### src/rtl/sdim_output_packer.sv
//-----------------------------------------------------------------------------
// sdim_output_packer
//
// Collects ELEM_WIDTH-bit elements, arriving one per beat on s_axis_input0,
// and emits them OUTPUT0_SDIM elements per beat on m_axis_output0. Lane 0
// holds the first element received. A packet that ends before the beat is
// full (input tlast) is closed early. The unused upper lanes are zeroed and
// their tkeep bits are cleared. Elements are never packed across a packet
// boundary.
//
// Parameters
//   ELEM_WIDTH    bits per element (>= 1)
//   OUTPUT0_SDIM  elements per output beat (>= 1); 1 gives a registered
//                 pass-through
//
// Ports
//   ap_clk                 sole clock, rising edge
//   ap_rst_n               asynchronous active-low reset
//   s_axis_input0_*        scalar element stream (tdata/tvalid/tready/tlast)
//   m_axis_output0_tdata   packed beat, lane k at [k*ELEM_WIDTH +: ELEM_WIDTH]
//   m_axis_output0_tkeep   one bit per lane, 1 = lane holds real data
//   m_axis_output0_tvalid  beat valid (registered, independent of tready)
//   m_axis_output0_tready  downstream ready
//   m_axis_output0_tlast   beat closes a packet
//-----------------------------------------------------------------------------
`timescale 1ns / 1ps

module sdim_output_packer #(
    parameter int ELEM_WIDTH   = 8,
    parameter int OUTPUT0_SDIM = 2
) (
    input  logic                               ap_clk,
    input  logic                               ap_rst_n,

    input  logic [ELEM_WIDTH-1:0]              s_axis_input0_tdata,
    input  logic                               s_axis_input0_tvalid,
    output logic                               s_axis_input0_tready,
    input  logic                               s_axis_input0_tlast,

    output logic [ELEM_WIDTH*OUTPUT0_SDIM-1:0] m_axis_output0_tdata,
    output logic [OUTPUT0_SDIM-1:0]            m_axis_output0_tkeep,
    output logic                               m_axis_output0_tvalid,
    input  logic                               m_axis_output0_tready,
    output logic                               m_axis_output0_tlast
);

    localparam int BEAT_W = ELEM_WIDTH * OUTPUT0_SDIM;
    localparam int FILL_W = (OUTPUT0_SDIM > 1) ? $clog2(OUTPUT0_SDIM) : 1;
    localparam logic [FILL_W-1:0] LAST_LANE = FILL_W'(OUTPUT0_SDIM - 1);

    generate
        if (ELEM_WIDTH < 1 || OUTPUT0_SDIM < 1) begin : g_bad_param
            $error("sdim_output_packer: ELEM_WIDTH and OUTPUT0_SDIM must be >= 1");
        end
    endgenerate

    // Fill position of the beat under construction
    logic [FILL_W-1:0]     fill_q, fill_d;

    // Lanes collected so far for the beat under construction
    logic [ELEM_WIDTH-1:0] acc_q [OUTPUT0_SDIM];

    // Output register
    logic                  out_valid_q, out_valid_d;
    logic [BEAT_W-1:0]     out_data_q,  out_data_d;
    logic [OUTPUT0_SDIM-1:0] out_keep_q, out_keep_d;
    logic                  out_last_q,  out_last_d;

    logic                  out_free;
    logic                  in_fire;
    logic                  beat_done;
    logic [BEAT_W-1:0]     beat_data;
    logic [OUTPUT0_SDIM-1:0] beat_keep;

    // The output slot is free when empty or being drained this cycle, so
    // input tready combinationally follows output tready.
    assign out_free             = !out_valid_q || m_axis_output0_tready;
    assign s_axis_input0_tready = out_free;
    assign in_fire              = s_axis_input0_tvalid && out_free;
    assign beat_done            = in_fire && ((fill_q == LAST_LANE) || s_axis_input0_tlast);

    always_comb begin
        // NOTE: every signal driven here gets a default first, so no path can
        // leave one unassigned and infer a latch.
        beat_data   = '0;
        beat_keep   = '0;
        fill_d      = fill_q;
        out_valid_d = out_valid_q;
        out_data_d  = out_data_q;
        out_keep_d  = out_keep_q;
        out_last_d  = out_last_q;

        // Lanes below fill come from the accumulator, lane fill is the
        // arriving element, lanes above stay zero with keep cleared.
        for (int k = 0; k < OUTPUT0_SDIM; k++) begin
            if (k < int'(fill_q)) begin
                beat_data[k*ELEM_WIDTH +: ELEM_WIDTH] = acc_q[k];
                beat_keep[k]                          = 1'b1;
            end else if (k == int'(fill_q)) begin
                beat_data[k*ELEM_WIDTH +: ELEM_WIDTH] = s_axis_input0_tdata;
                beat_keep[k]                          = 1'b1;
            end
        end

        if (in_fire) begin
            fill_d = beat_done ? '0 : fill_q + FILL_W'(1);
        end

        // A load wins over a drain: the new beat replaces the old one and
        // tvalid stays high with no bubble.
        if (beat_done) begin
            out_valid_d = 1'b1;
            out_data_d  = beat_data;
            out_keep_d  = beat_keep;
            out_last_d  = s_axis_input0_tlast;
        end else if (m_axis_output0_tready) begin
            out_valid_d = 1'b0;
        end
    end

    // NOTE: state registers use non-blocking assignments so every flop
    // samples the pre-edge value of every other flop.
    always_ff @(posedge ap_clk or negedge ap_rst_n) begin
        if (!ap_rst_n) begin
            fill_q      <= '0;
            out_valid_q <= 1'b0;
            out_data_q  <= '0;
            out_keep_q  <= '0;
            out_last_q  <= 1'b0;
        end else begin
            fill_q      <= fill_d;
            out_valid_q <= out_valid_d;
            out_data_q  <= out_data_d;
            out_keep_q  <= out_keep_d;
            out_last_q  <= out_last_d;
        end
    end

    // NOTE: the accumulator has no reset. A lane is only read after it has
    // been written in the current packet, and resetting fill alone discards
    // a partial packet.
    always_ff @(posedge ap_clk) begin
        if (in_fire && !beat_done) begin
            acc_q[fill_q] <= s_axis_input0_tdata;
        end
    end

    assign m_axis_output0_tvalid = out_valid_q;
    assign m_axis_output0_tdata  = out_data_q;
    assign m_axis_output0_tkeep  = out_keep_q;
    assign m_axis_output0_tlast  = out_last_q;

endmodule

### config.mk
export PLATFORM = sky130hd
export DESIGN_NAME = sdim_output_packer
export DESIGN_NICKNAME = d
export VERILOG_FILES = /design/src/rtl/sdim_output_packer.sv
export SDC_FILE = /design/constraint.sdc
export NUM_CORES = 1
export LEC_CHECK = 0
export ABC_AREA = 1
export ABC_CLOCK_PERIOD_IN_PS = 1800
export CORE_MARGIN = 2
export CORE_UTILIZATION = 42
export CTS_BUF_LIST = sky130_fd_sc_hd__clkbuf_8 sky130_fd_sc_hd__clkbuf_16
export DETAILED_ROUTE_END_ITERATION = 12
export PLACE_DENSITY = 0.74
export REMOVE_ABC_BUFFERS = 1
export SLEW_MARGIN = 20
export SYNTH_ARGS = -nofsm -noshare
export SYNTH_HDL_FRONTEND = slang
export SYNTH_SLANG_ARGS = --single-unit
### constraint.sdc
create_clock -name ap_clk -period 1.8 [get_ports ap_clk]
set_clock_uncertainty 0.15 [all_clocks]
set_input_delay 0.36 -clock ap_clk [delete_from_list [all_inputs] [get_ports ap_clk]]
set_output_delay 0.36 -clock ap_clk [all_outputs]
set_load 0.01 [all_outputs]
* Word level (Yosys, flattened, before mapping) *
Memory sizes are Yosys's and may differ from the RTL's.
Cells that the tools add are included.

word-level totals
  register bits after elaboration = 21
  bits in writable memories = 16
  output and inout port bits = 21
  logic and storage cells = 27
  memories = 1

memory list
  name   words  bits a word  rd ports  clocked after Yosys merged registers in  wr ports  RTL line  source
  acc_q  2      8            1         0                                        1         61        logic [ELEM_WIDTH-1:0] acc_q [OUTPUT0_SDIM];

operators by class
  add/sub/neg operators = 1
  $lt $le $gt $ge = 1
  muxes and demuxes = 11
  reductions and logical operators = 8

operators by type and width
  cell                                      count
  two-way mux 8 bit                         3
  two-way mux 1 bit                         8
  logical AND 1 bit                         3
  logical NOT 1 bit                         2
  logical OR 1 bit                          2
  nonzero test 2 bit                        1
  adder 1 bit, second input constant        1
  < comparator 1 bit, first input constant  1

* Logic depth before layout (Yosys ltp) *
  word-level depth = 8
  depth in mapped cells = 7
  gate-level depth less buffers = 5

* Worst setup path after synthesis *
OpenSTA, ideal clock, no wires.

  path type = reg-to-reg
  start = reg fill_q
  end = mem acc_q[0][0], enable pin
  setup time = 0.370 ns
  data arrival time = 1.180 ns
  setup slack = 0.100 ns
  stages on the path, launching flop included = 6
  clock period less this slack = 1.700 ns
  path through = dfrtp_1 -> buf_6 -> inv_4 -> nand2_4 -> buf_2 -> nor2_1

on the way
  longest elaborated chain between the ends = 6

RTL lines
  what                                     RTL line  source
  start: declaration                       58        logic [FILL_W-1:0] fill_q, fill_d;
  start signal: assignment                 131       fill_q <= fill_d;
  logical OR 1 bit                         80        assign beat_done = in_fire && ((fill_q == LAST_LANE) || s_axis_input0_tlast);
  logical AND 1 bit                        80
  logical NOT 1 bit                        143       if (in_fire && !beat_done) begin
  logical AND 1 bit                        143
  two-way mux 1 bit                        143
  two-way mux 1 bit (not written as such)  144       acc_q[fill_q] <= s_axis_input0_tdata;
  end: declaration                         61

Parallel ways exist; a longest one is shown, timed or not.

* Final worst setup path *
  start = in m_axis_output0_tready
  end = out s_axis_input0_tready

on the way
  longest elaborated chain between the ends = 1

RTL lines
  what                RTL line  source
  start: declaration  43        input logic m_axis_output0_tready,
  logical OR 1 bit    77        assign out_free = !out_valid_q || m_axis_output0_tready;
  end: declaration    37        output logic s_axis_input0_tready,

No other way between the ends.

==> results.cfg <==
[status]
status = finished, final reports clean

[routing]
routed_wl_um = 2530
dr_wl_met2_um = 1260
drtIter0Drc = 25
wl_met1_um = 1120
ant_nets = 0
wl_met3_um = 140
vias = 995
highest_layer = met4
drcViolationCount = 0
via_per_inst = 4.90
dr.pass1.iters = 4
routedWlPerCell_um = 12.5

[synth]
synthTopCellsByArea = dfrtp_1 (43%), nand2_1 (20%), edfxtp_1 (20%)
ys_warn_count = 0
synth.largest_area_cell = dfrtp_1
synth-edff-count = 8
netlist_area_mm2 = 0.00122
yosysSeqAreaShare_pct = 62.8
synth.most_common_cell = nand2_1
synthCells = 128
synth_seq_cells = 29
postSynthAreaPerCell_um2 = 9.52
ys_top_cells_by_count = nand2_1 (66), dfrtp_1 (21), nand3_1 (9), edfxtp_1 (8), nand4_1 (8)
synth_cell_types = 14
synth_flop_cell = dfrtp_1
synth_top_area_share_pct = 43.1
async_reset_ff_share_pct = 72.4

[global_route]
grt_pass1_vias = 981
grt_pass1_wl_um = 4270
grt-ovfl-total = 0
antenna_found_initial = 0
grt_start_max_net_pins = 22
track_usage_pct = 16.6

[power_and_ir_drop]
seq_power_share_pct = 44.0
p_comb_share_pct = 29.2
internal_power_mw = 1.40
p_sw_share_pct = 28.9
switchingPower_mw = 0.570
ir_drop_v = 0.000877
p_leak_nw = 0.831
finalPower_mw = 1.98
power_frac_clock_pct = 26.8
power_density_mw_per_mm2 = 1160

[clock_tree]
cts_hold_buffers = 0
cts.sinks = 29
cts_resized = 1
cts_root_buffer = clkbuf_8
cts_buffers = 5
cts_setup_buffers = 0
clkTransAtPathRegs_ps = 60
clk_path_buf_depth = 2
cts_tree = done
htreeDepth = 2
clock_latency_ps = 270

[worst_setup_path]
r2r_start = m_axis_output0_tvalid
crit_buf_inv = 3
r2r_setup_slack_ps = 300
worstRegToRegCells = 5
crit_start = m_axis_output0_tready
cp.depth = 4
cp.arrival_ps = 1230
max_stage_delay_ps = 460
critPathMaxFanout = 2
worstSetupStartpointType = input pin
crit_chain = clkdlybuf4s50_1 > inv_1 > nand2_1 > dlygate4sd2_1
r2r-end = acc_q[0][6]
endpoint = s_axis_input0_tready
cp_slowest_cell = clkdlybuf4s50_1
critPathKind = in -> out
critPathTopFamily = buffers and inverters
worstPathRequired_ps = 1290
worstSetupEndpointType = output pin

[timing]
fin_crit_sh_pct = 96.4
setup_violations = 0
worst_pin_slew_ps = 370
min_period_ps = 1740
timing.fmax_ghz = 0.576
hold_viol_final = 0
final_max_slew_viol_count = 0
slew_headroom_pct = 75.3
tns_ps = 0
rsz0062_at_grt = no

[floorplanning]
dieArea_mm2 = 0.00335
start_util_pct = 44.2
io_pins = 34
die_w_um = 57.9
core-area_mm2 = 0.00276
die_h_um = 57.9
rows = 19

[placed_design]
dp_hpwl_um = 1790
place.gp.congestion = 0.726
port_buffers = 33

[layout]
num-fill-cells = 233
final_util_pct = 61.8
layout-drive-gt1-share_pct = 11.6
diodes = 0
areaGrowthSynthToFinish_pct = 39.7
nets = 184

[run]
max-cap-violations = 0

[worst_hold_path]
hp-class = in -> async
-- worst min path at each step --
stage                                          end  slack [ps]  depth (start not counted)               startpoint
after detailed placement   m_axis_output0_tkeep[0]         300                          2  m_axis_output0_tkeep[0]
after CTS                 m_axis_output0_tdata[10]         290                          2                 ap_rst_n
final                     m_axis_output0_tdata[15]         290                          2                 ap_rst_n
after global placement     m_axis_output0_tkeep[0]         300                          2  m_axis_output0_tkeep[0]
after floorplan                             fill_q         -90                          0                 ap_rst_n
after global routing         m_axis_output0_tvalid         300                          2                 ap_rst_n
-- kinds of logic (layout without fill, tap and decap cells) --
logic type | Yosys count | after routing | synth area share [%]
flip-flops | 29 | 29 | 62.8
buffers and inverters | 11 | 55 | 5.24
AND/OR/NAND/NOR | 86 | 86 | 30.8
AO/OA/AOI/OAI | 2 | 2 | 1.13
-- layer usage --
metal  vias to the layer above  GRT usage [%]
li1                        499              -
met1                       461           20.9
met2                        33           28.2
met3                         2           4.24
met4                         0           4.98
met5                         -              0
-- cells in the final DEF, fill, tap and decap left out, drive strengths merged --
cell type       n
a21oi           1
buf             9
clkbuf          6
clkdlybuf4s50  32
clkinv          2
dfrtp          21
dlygate4sd2     1
edfxtp          8
inv             5
nand2          67
nand3          10
nand4           8
nor2            1
o21ai           1
-- final cells by class --
type                       count  area [um^2]  share of cell area [%]
clock buffer                   6         82.6                    4.85
inverter                       5         21.3                    1.25
clock inverter                 2         8.76                   0.514
timing repair buffer          42          397                    23.3
multi-input combinational     88          389                    22.9
sequential                    29          766                    45.0
tap                           31         38.8                    2.28
-- through the flow --
stage / cells / area (um^2) / setup slack [ps] / hold slack, ps
2_1_floorplan: 122 / 1180 / -15.7 / -85.6
3_3_place_gp: 195 / 1610 / -193 / 299
3_5_place_dp: 195 / 1610 / -199 / 302
4_1_cts: 203 / 1700 / 59.5 / 290
5_1_grt: 203 / 1700 / 24.6 / 301
6_report: 203 / 1700 / 64.5 / 287
-- flip-flops by register name, indices dropped and copies added, names as in the netlist --
register,flops
m_axis_output0_tlast,1
fill_q,1
m_axis_output0_tkeep,2
m_axis_output0_tvalid,1
m_axis_output0_tdata,16
acc_q,8
-- worst register-to-register path, stage by stage (launching register included) --
cell	delay, ps
dfrtp_1	400
nand2_1	100
buf_4	190
nand2_1	100
nor2_1	100
buf_4	170
-- power by group through the flow --
stage	clock, mW	sequential (mW)	combinational (mW)
floorplan	0	0.942	0.174
detailed placement	0	0.881	0.580
global route	0.575	0.884	0.632
finish	0.529	0.869	0.577
CTS	0.543	0.872	0.583
global placement	0	0.875	0.568
(Power assumes the default switching activity.)
